**config.mk**
```make
export PLATFORM = sky130hd
export DESIGN_NAME = nn_layer_mvm_param
export DESIGN_NICKNAME = d
export VERILOG_FILES = /design/src/rtl/nn_layer_mvm_param.sv
export SDC_FILE = /design/constraint.sdc
export NUM_CORES = 1
export LEC_CHECK = 0
export ABC_AREA = 1
export CAP_MARGIN = 25
export CORE_MARGIN = 3
export CORE_UTILIZATION = 45
export CTS_BUF_LIST = sky130_fd_sc_hd__clkbuf_16
export DETAILED_ROUTE_END_ITERATION = 10
export PLACE_DENSITY = 0.59
export SYNTH_ARGS = -nofsm -noshare
export SYNTH_HDL_FRONTEND = slang
export SYNTH_SLANG_ARGS = --single-unit
```
**constraint.sdc**
```tcl
create_clock -name clk -period 11.14 [get_ports clk]
set_clock_uncertainty 0.1 [all_clocks]
set_input_delay 2.228 -clock clk [delete_from_list [all_inputs] [get_ports clk]]
set_output_delay 2.228 -clock clk [all_outputs]
set_load 0.05 [all_outputs]
```
**src/rtl/nn_layer_mvm_param.sv**
```systemverilog
// nn_layer_mvm_param
// Fully-connected layer y = act(W*x + b) with a single pipelined MAC.
// Buffers one N-element input vector, then computes M rows one at a time
// and hands each result off on a valid/ready stream. Weights and biases
// live in external synchronous ROMs (1-cycle read latency).
// Ports:
//   clk, reset          clock, asynchronous active-high reset
//   s_valid/s_ready     input stream handshake, data_in = vector element
//   m_valid/m_ready     output stream handshake, data_out = row result
//   w_addr/w_data       weight ROM, row-major address r*N+k
//   b_addr/b_data       bias ROM, address r
module nn_layer_mvm_param #(
  parameter int M    = 10,
  parameter int N    = 8,
  parameter int T    = 16,
  parameter int FRAC = 0,
  parameter int RELU = 1
) (
  input  logic                                clk,
  input  logic                                reset,
  input  logic                                s_valid,
  output logic                                s_ready,
  input  logic [T-1:0]                        data_in,
  output logic                                m_valid,
  input  logic                                m_ready,
  output logic [T-1:0]                        data_out,
  output logic [$clog2(M*N)-1:0]              w_addr,
  input  logic [T-1:0]                        w_data,
  output logic [((M > 1) ? $clog2(M) : 1)-1:0] b_addr,
  input  logic [T-1:0]                        b_data
);

  localparam int WA_W  = $clog2(M*N);
  localparam int RW    = (M > 1) ? $clog2(M) : 1;
  localparam int KW    = $clog2(N);
  localparam int CW    = $clog2(N + 4);
  localparam int ACC_W = 2*T + $clog2(N) + 1;

  localparam logic [KW-1:0] K_LAST      = KW'(N - 1);
  localparam logic [RW-1:0] R_LAST      = RW'(M - 1);
  localparam logic [CW-1:0] C_N         = CW'(N);
  localparam logic [CW-1:0] C_ADDR_LAST = CW'(N - 1);
  localparam logic [CW-1:0] C_ACC_LO    = CW'(2);
  localparam logic [CW-1:0] C_ACC_HI    = CW'(N + 1);
  localparam logic [CW-1:0] C_RES       = CW'(N + 2);

  typedef enum logic [1:0] {LOAD = 2'd0, COMPUTE = 2'd1, OUTPUT = 2'd2} state_t;

  state_t                   state_r;
  logic [KW-1:0]            k_r;
  logic [RW-1:0]            r_r;
  logic [CW-1:0]            c_r;
  logic [T-1:0]             x_buf_r [N];
  logic [T-1:0]             x_q_r;
  logic signed [2*T-1:0]    prod_r;
  logic signed [ACC_W-1:0]  acc_r;

  logic signed [2*T-1:0]    w_ext_s;
  logic signed [2*T-1:0]    x_ext_s;
  logic signed [ACC_W-1:0]  prod_ext_s;
  logic signed [ACC_W-1:0]  shifted_s;
  logic signed [ACC_W:0]    sum_s;
  logic [T-1:0]             sat_s;
  logic [T-1:0]             result_s;

  // Clamp a wide signed value into the T-bit signed range.
  function automatic logic [T-1:0] sat_t(input logic signed [ACC_W:0] v);
    logic signed [ACC_W:0] hi;
    logic signed [ACC_W:0] lo;
    hi = {{(ACC_W+2-T){1'b0}}, {(T-1){1'b1}}};
    lo = {{(ACC_W+2-T){1'b1}}, {(T-1){1'b0}}};
    if (v > hi) begin
      sat_t = hi[T-1:0];
    end else if (v < lo) begin
      sat_t = lo[T-1:0];
    end else begin
      sat_t = v[T-1:0];
    end
  endfunction

  // Sign extension for the MAC and the scale/bias/saturate/activate path.
  always_comb begin
    w_ext_s    = {{T{w_data[T-1]}}, w_data};
    x_ext_s    = {{T{x_q_r[T-1]}}, x_q_r};
    prod_ext_s = {{(ACC_W-2*T){prod_r[2*T-1]}}, prod_r};
    shifted_s  = acc_r >>> FRAC;
    sum_s      = {shifted_s[ACC_W-1], shifted_s} + {{(ACC_W+1-T){b_data[T-1]}}, b_data};
    sat_s      = sat_t(sum_s);
    if ((RELU != 0) && sat_s[T-1]) begin
      result_s = '0;
    end else begin
      result_s = sat_s;
    end
  end

  // Input vector buffer; contents are only meaningful after a full LOAD.
  always_ff @(posedge clk) begin
    if (state_r == LOAD && s_valid && s_ready) begin
      x_buf_r[k_r] <= data_in;
    end
  end

  // Main sequencer: load vector, run the MAC pipeline per row, hand off results.
  always_ff @(posedge clk or posedge reset) begin
    if (reset) begin
      state_r  <= LOAD;
      k_r      <= '0;
      r_r      <= '0;
      c_r      <= '0;
      x_q_r    <= '0;
      prod_r   <= '0;
      acc_r    <= '0;
      s_ready  <= 1'b0;
      m_valid  <= 1'b0;
      data_out <= '0;
      w_addr   <= '0;
      b_addr   <= '0;
    end else begin
      case (state_r)
        LOAD: begin
          s_ready <= 1'b1;
          if (s_valid && s_ready) begin
            if (k_r == K_LAST) begin
              // Last element: drop s_ready on this edge and present row 0's
              // first weight address so the ROM read starts in cycle c0.
              state_r <= COMPUTE;
              s_ready <= 1'b0;
              k_r     <= '0;
              r_r     <= '0;
              c_r     <= '0;
              acc_r   <= '0;
              w_addr  <= '0;
              b_addr  <= '0;
            end else begin
              k_r <= k_r + KW'(1);
            end
          end
        end
        COMPUTE: begin
          c_r <= c_r + CW'(1);
          // Stage 1: x read alongside the ROM read issued in cycle c.
          if (c_r < C_N) begin
            x_q_r <= x_buf_r[c_r[KW-1:0]];
          end
          // w_addr stops on the row's last address; the next row's base is
          // simply one more, so no multiply is needed.
          if (c_r < C_ADDR_LAST) begin
            w_addr <= w_addr + WA_W'(1);
          end
          // Stage 2: product; only products from cycles 1..N are accumulated.
          prod_r <= w_ext_s * x_ext_s;
          if (c_r >= C_ACC_LO && c_r <= C_ACC_HI) begin
            acc_r <= acc_r + prod_ext_s;
          end
          if (c_r == C_RES) begin
            data_out <= result_s;
            m_valid  <= 1'b1;
            state_r  <= OUTPUT;
          end
        end
        OUTPUT: begin
          if (m_valid && m_ready) begin
            m_valid <= 1'b0;
            if (r_r == R_LAST) begin
              state_r <= LOAD;
              k_r     <= '0;
              s_ready <= 1'b1;
            end else begin
              state_r <= COMPUTE;
              r_r     <= r_r + RW'(1);
              b_addr  <= r_r + RW'(1);
              w_addr  <= w_addr + WA_W'(1);
              c_r     <= '0;
              acc_r   <= '0;
            end
          end
        end
        default: begin
          state_r <= LOAD;
        end
      endcase
    end
  end

endmodule

```
==> out/metrics.cfg <==
[setup_path]
max_stage_delay_ps=910
crit_required_ps=11490
cp_common_cell=fa_1
crit_fanout=16
worstSetupEndpointType=register
cp_top_family=adder cells
timing.critical_path.buf_inv=4
worstSetupStartpointType=primary input
crit_chain=clkdlybuf4s50_1, nand2_1, fa_1, inv_1, fa_1, fa_1, fa_1, fa_1, inv_1, fa_1, inv_1, ha_1, a21oi_1, o21ai_0, a21oi_1, nand3_1, nand3_1, nand2_1, or2_2, nand3_1, nand2_1
crit_arrival_ps=8880
slowest_stage=fa_1
worst-setup-path-type=primary input to register

[layout]
nNetsFinal=3700
n_fill_cell=5331
antennaDiodeCount=0
multiInputGateArea_um2=15200
area_growth_pct=9.42
seq_area_um2=6870
drive_above_1_share_pct=3.92

[global_routing]
grt.overflow.total=0
antenna_found_initial=0
grt_pass1_vias=20799
grt_pass1_wl_um=108000
grt_max_degree=70
grt_use_total_pct=22.6

[synthesis]
yosys-top-cells-area=fa_1 (21%), edfxtp_1 (15%), nand2_1 (13%)
synth_commonest_cells=nand2_1 (888), inv_1 (673), fa_1 (264)
synth-seq-area-share_pct=27.4
yosysTopAreaCell=fa_1
avgSynthCellArea_um2=7.86
ys_ff_latch=249
syn-instance-count=3189
synth_area_um2=25100
synth_most_common_cell=nand2_1
synth_cell_type_count=59
synth_edf_count=128
yosys_warnings=0
async_flop_share_pct=48.6
synth_fp_nets=3671
ys.flop_type=edfxtp_1
synth_top_area_share_pct=21.1

[clock_tree]
cts.sinks=249
ctsResizeCount=0
clk_latency_ps=560
htree_levels=1
post_cts_buffers=0
cts_buffers=27
path_clk_slew_ps=60
cts_tree=done
clockBufferDepth=3
holdBufCountCts=0
cts_root_buffer=clkbuf_16

[timing]
finalMaxSlewViolations=0
finalHoldViolCount=0
fmax_ghz=0.117
tns_ps=0
maxSlewHeadroom_pct=31.0
setup_violations=0
period_share_pct=76.6
period_minus_slack_ps=8530
rsz0062_at_grt=false
worst_pin_slew_ps=1030

[flow_run]
max-cap-violations=0

[die]
io-pin-count=81
coreArea_um2=54500
row_count=85
initial_core_util_pct=46.0
die-area_um2=58600
dieHeight_um=242
fp.dieW_um=242

[drt]
routed_via_density=5.04
wl_um=64400
drtIter0Drc=1326
vias=20035
drtPass1Iterations=5
avgRoutedWirePerCell_um=16.2
antenna_left=0
drc=0

[run_status]
status=completed

[place]
gp_congestion=0.900
dpl.hpwl_um=49700
port_buffers=79

[worst_hold_path]
min_path_type=register to register

[flip-flops by register name (all words and copies together), names as in the netlist]
signal	cells
x_q_r	16
prod_r	32
w_addr	7
data_out	15
s_ready	1
k_r	3
acc_r	36
c_r	4
x_buf_r	128
r_r	4
m_valid	1
state_r	2
[final cells by class]
type / count / share of cell area, %
Inverter: 684 / 9.37
Multi-Input combinational cell: 2156 / 55.5
Clock buffer: 27 / 2.46
Tap cell: 739 / 3.37
Sequential cell: 249 / 25.1
Timing Repair Buffer: 100 / 3.53
Clock inverter: 23 / 0.689
[layout by cell type, fill, tap and decap left out, drive strengths merged, types with 5 or more instances in the layout]
master	n
or2	25
o31ai	5
xor2	27
o221ai	14
buf	21
o22ai	7
o21ai	134
a21o	12
ha	166
a21oi	126
nor2	229
nand2	898
o21bai	15
nand4	37
clkinv	12
clkbuf	27
inv	691
a31oi	22
dfrtp	121
xnor2	15
fa	264
edfxtp	128
nand3	102
nor3	23
clkdlybuf4s50	79
[metrics by stage]
stage	worst slack (ps)	instances	utilization, %	area (µm²)	hold slack [ps]
final	2610	3978	50.4	27400	375
after global routing	2180	3978	50.4	27400	404
after CTS	2630	3977	50.3	27400	381
after detailed placement	2050	3927	48.7	26500	364
after global placement	2130	3927	48.7	26500	367
after floorplan	3270	3189	-	25100	348
[worst register-to-register path, stage by stage, from the launching register on]
cell and delay [ps]:
dfrtp_1 930, nand2_1 280, fa_1 620, inv_1 70
fa_1 910, fa_1 510, fa_1 470, fa_1 550
inv_1 60, fa_1 520, inv_1 40, ha_1 350
a21oi_1 150, o21ai_0 180, a21oi_1 310, nand3_1 210
nand3_1 120, nand2_1 60, or2_2 270, nand3_1 90
nand2_1 60
[per-layer routing]
layer,GRT usage (%),routed length (µm),vias to the layer above
li1,-,-,9879
met3,2.26,2680,86
met1,31.4,29400,9682
met5,0,0,-
met2,39.1,31200,388
met4,3.91,1080,0
[worst paths after layout]
kind | startpoint | to | slack (ps) | depth (start not counted)
setup / recovery | w_data[15] | prod_r[25] | 2610 | 21
hold / removal | data_out[13] | data_out[13] | 380 | 2
setup reg to reg | x_q_r[5] | prod_r[25] | 4150 | 20
hold reg to reg | data_out[13] | data_out[13] | 380 | 2
max in group asynchronous | reset | prod_r[6] | 7690 | 4
min in group asynchronous | reset | w_addr[5] | 1920 | 2
[cell families after synthesis]
| family | share of synthesized area (%) |
|---|---|
| AND/OR/NAND/NOR | 21.6 |
| buffers and inverters | 11.9 |
| adder cells (fa/ha/maj) | 29.4 |
| AO/OA/AOI/OAI | 8.25 |
| flip-flops | 27.4 |
| XOR/XNOR | 1.47 |
| other | 0.0150 |
| multiplexers | 0.0399 |
Power is left out: the tool's default activity adds up to more than one toggle a clock period on the data nets, which glitch-free logic cannot reach.
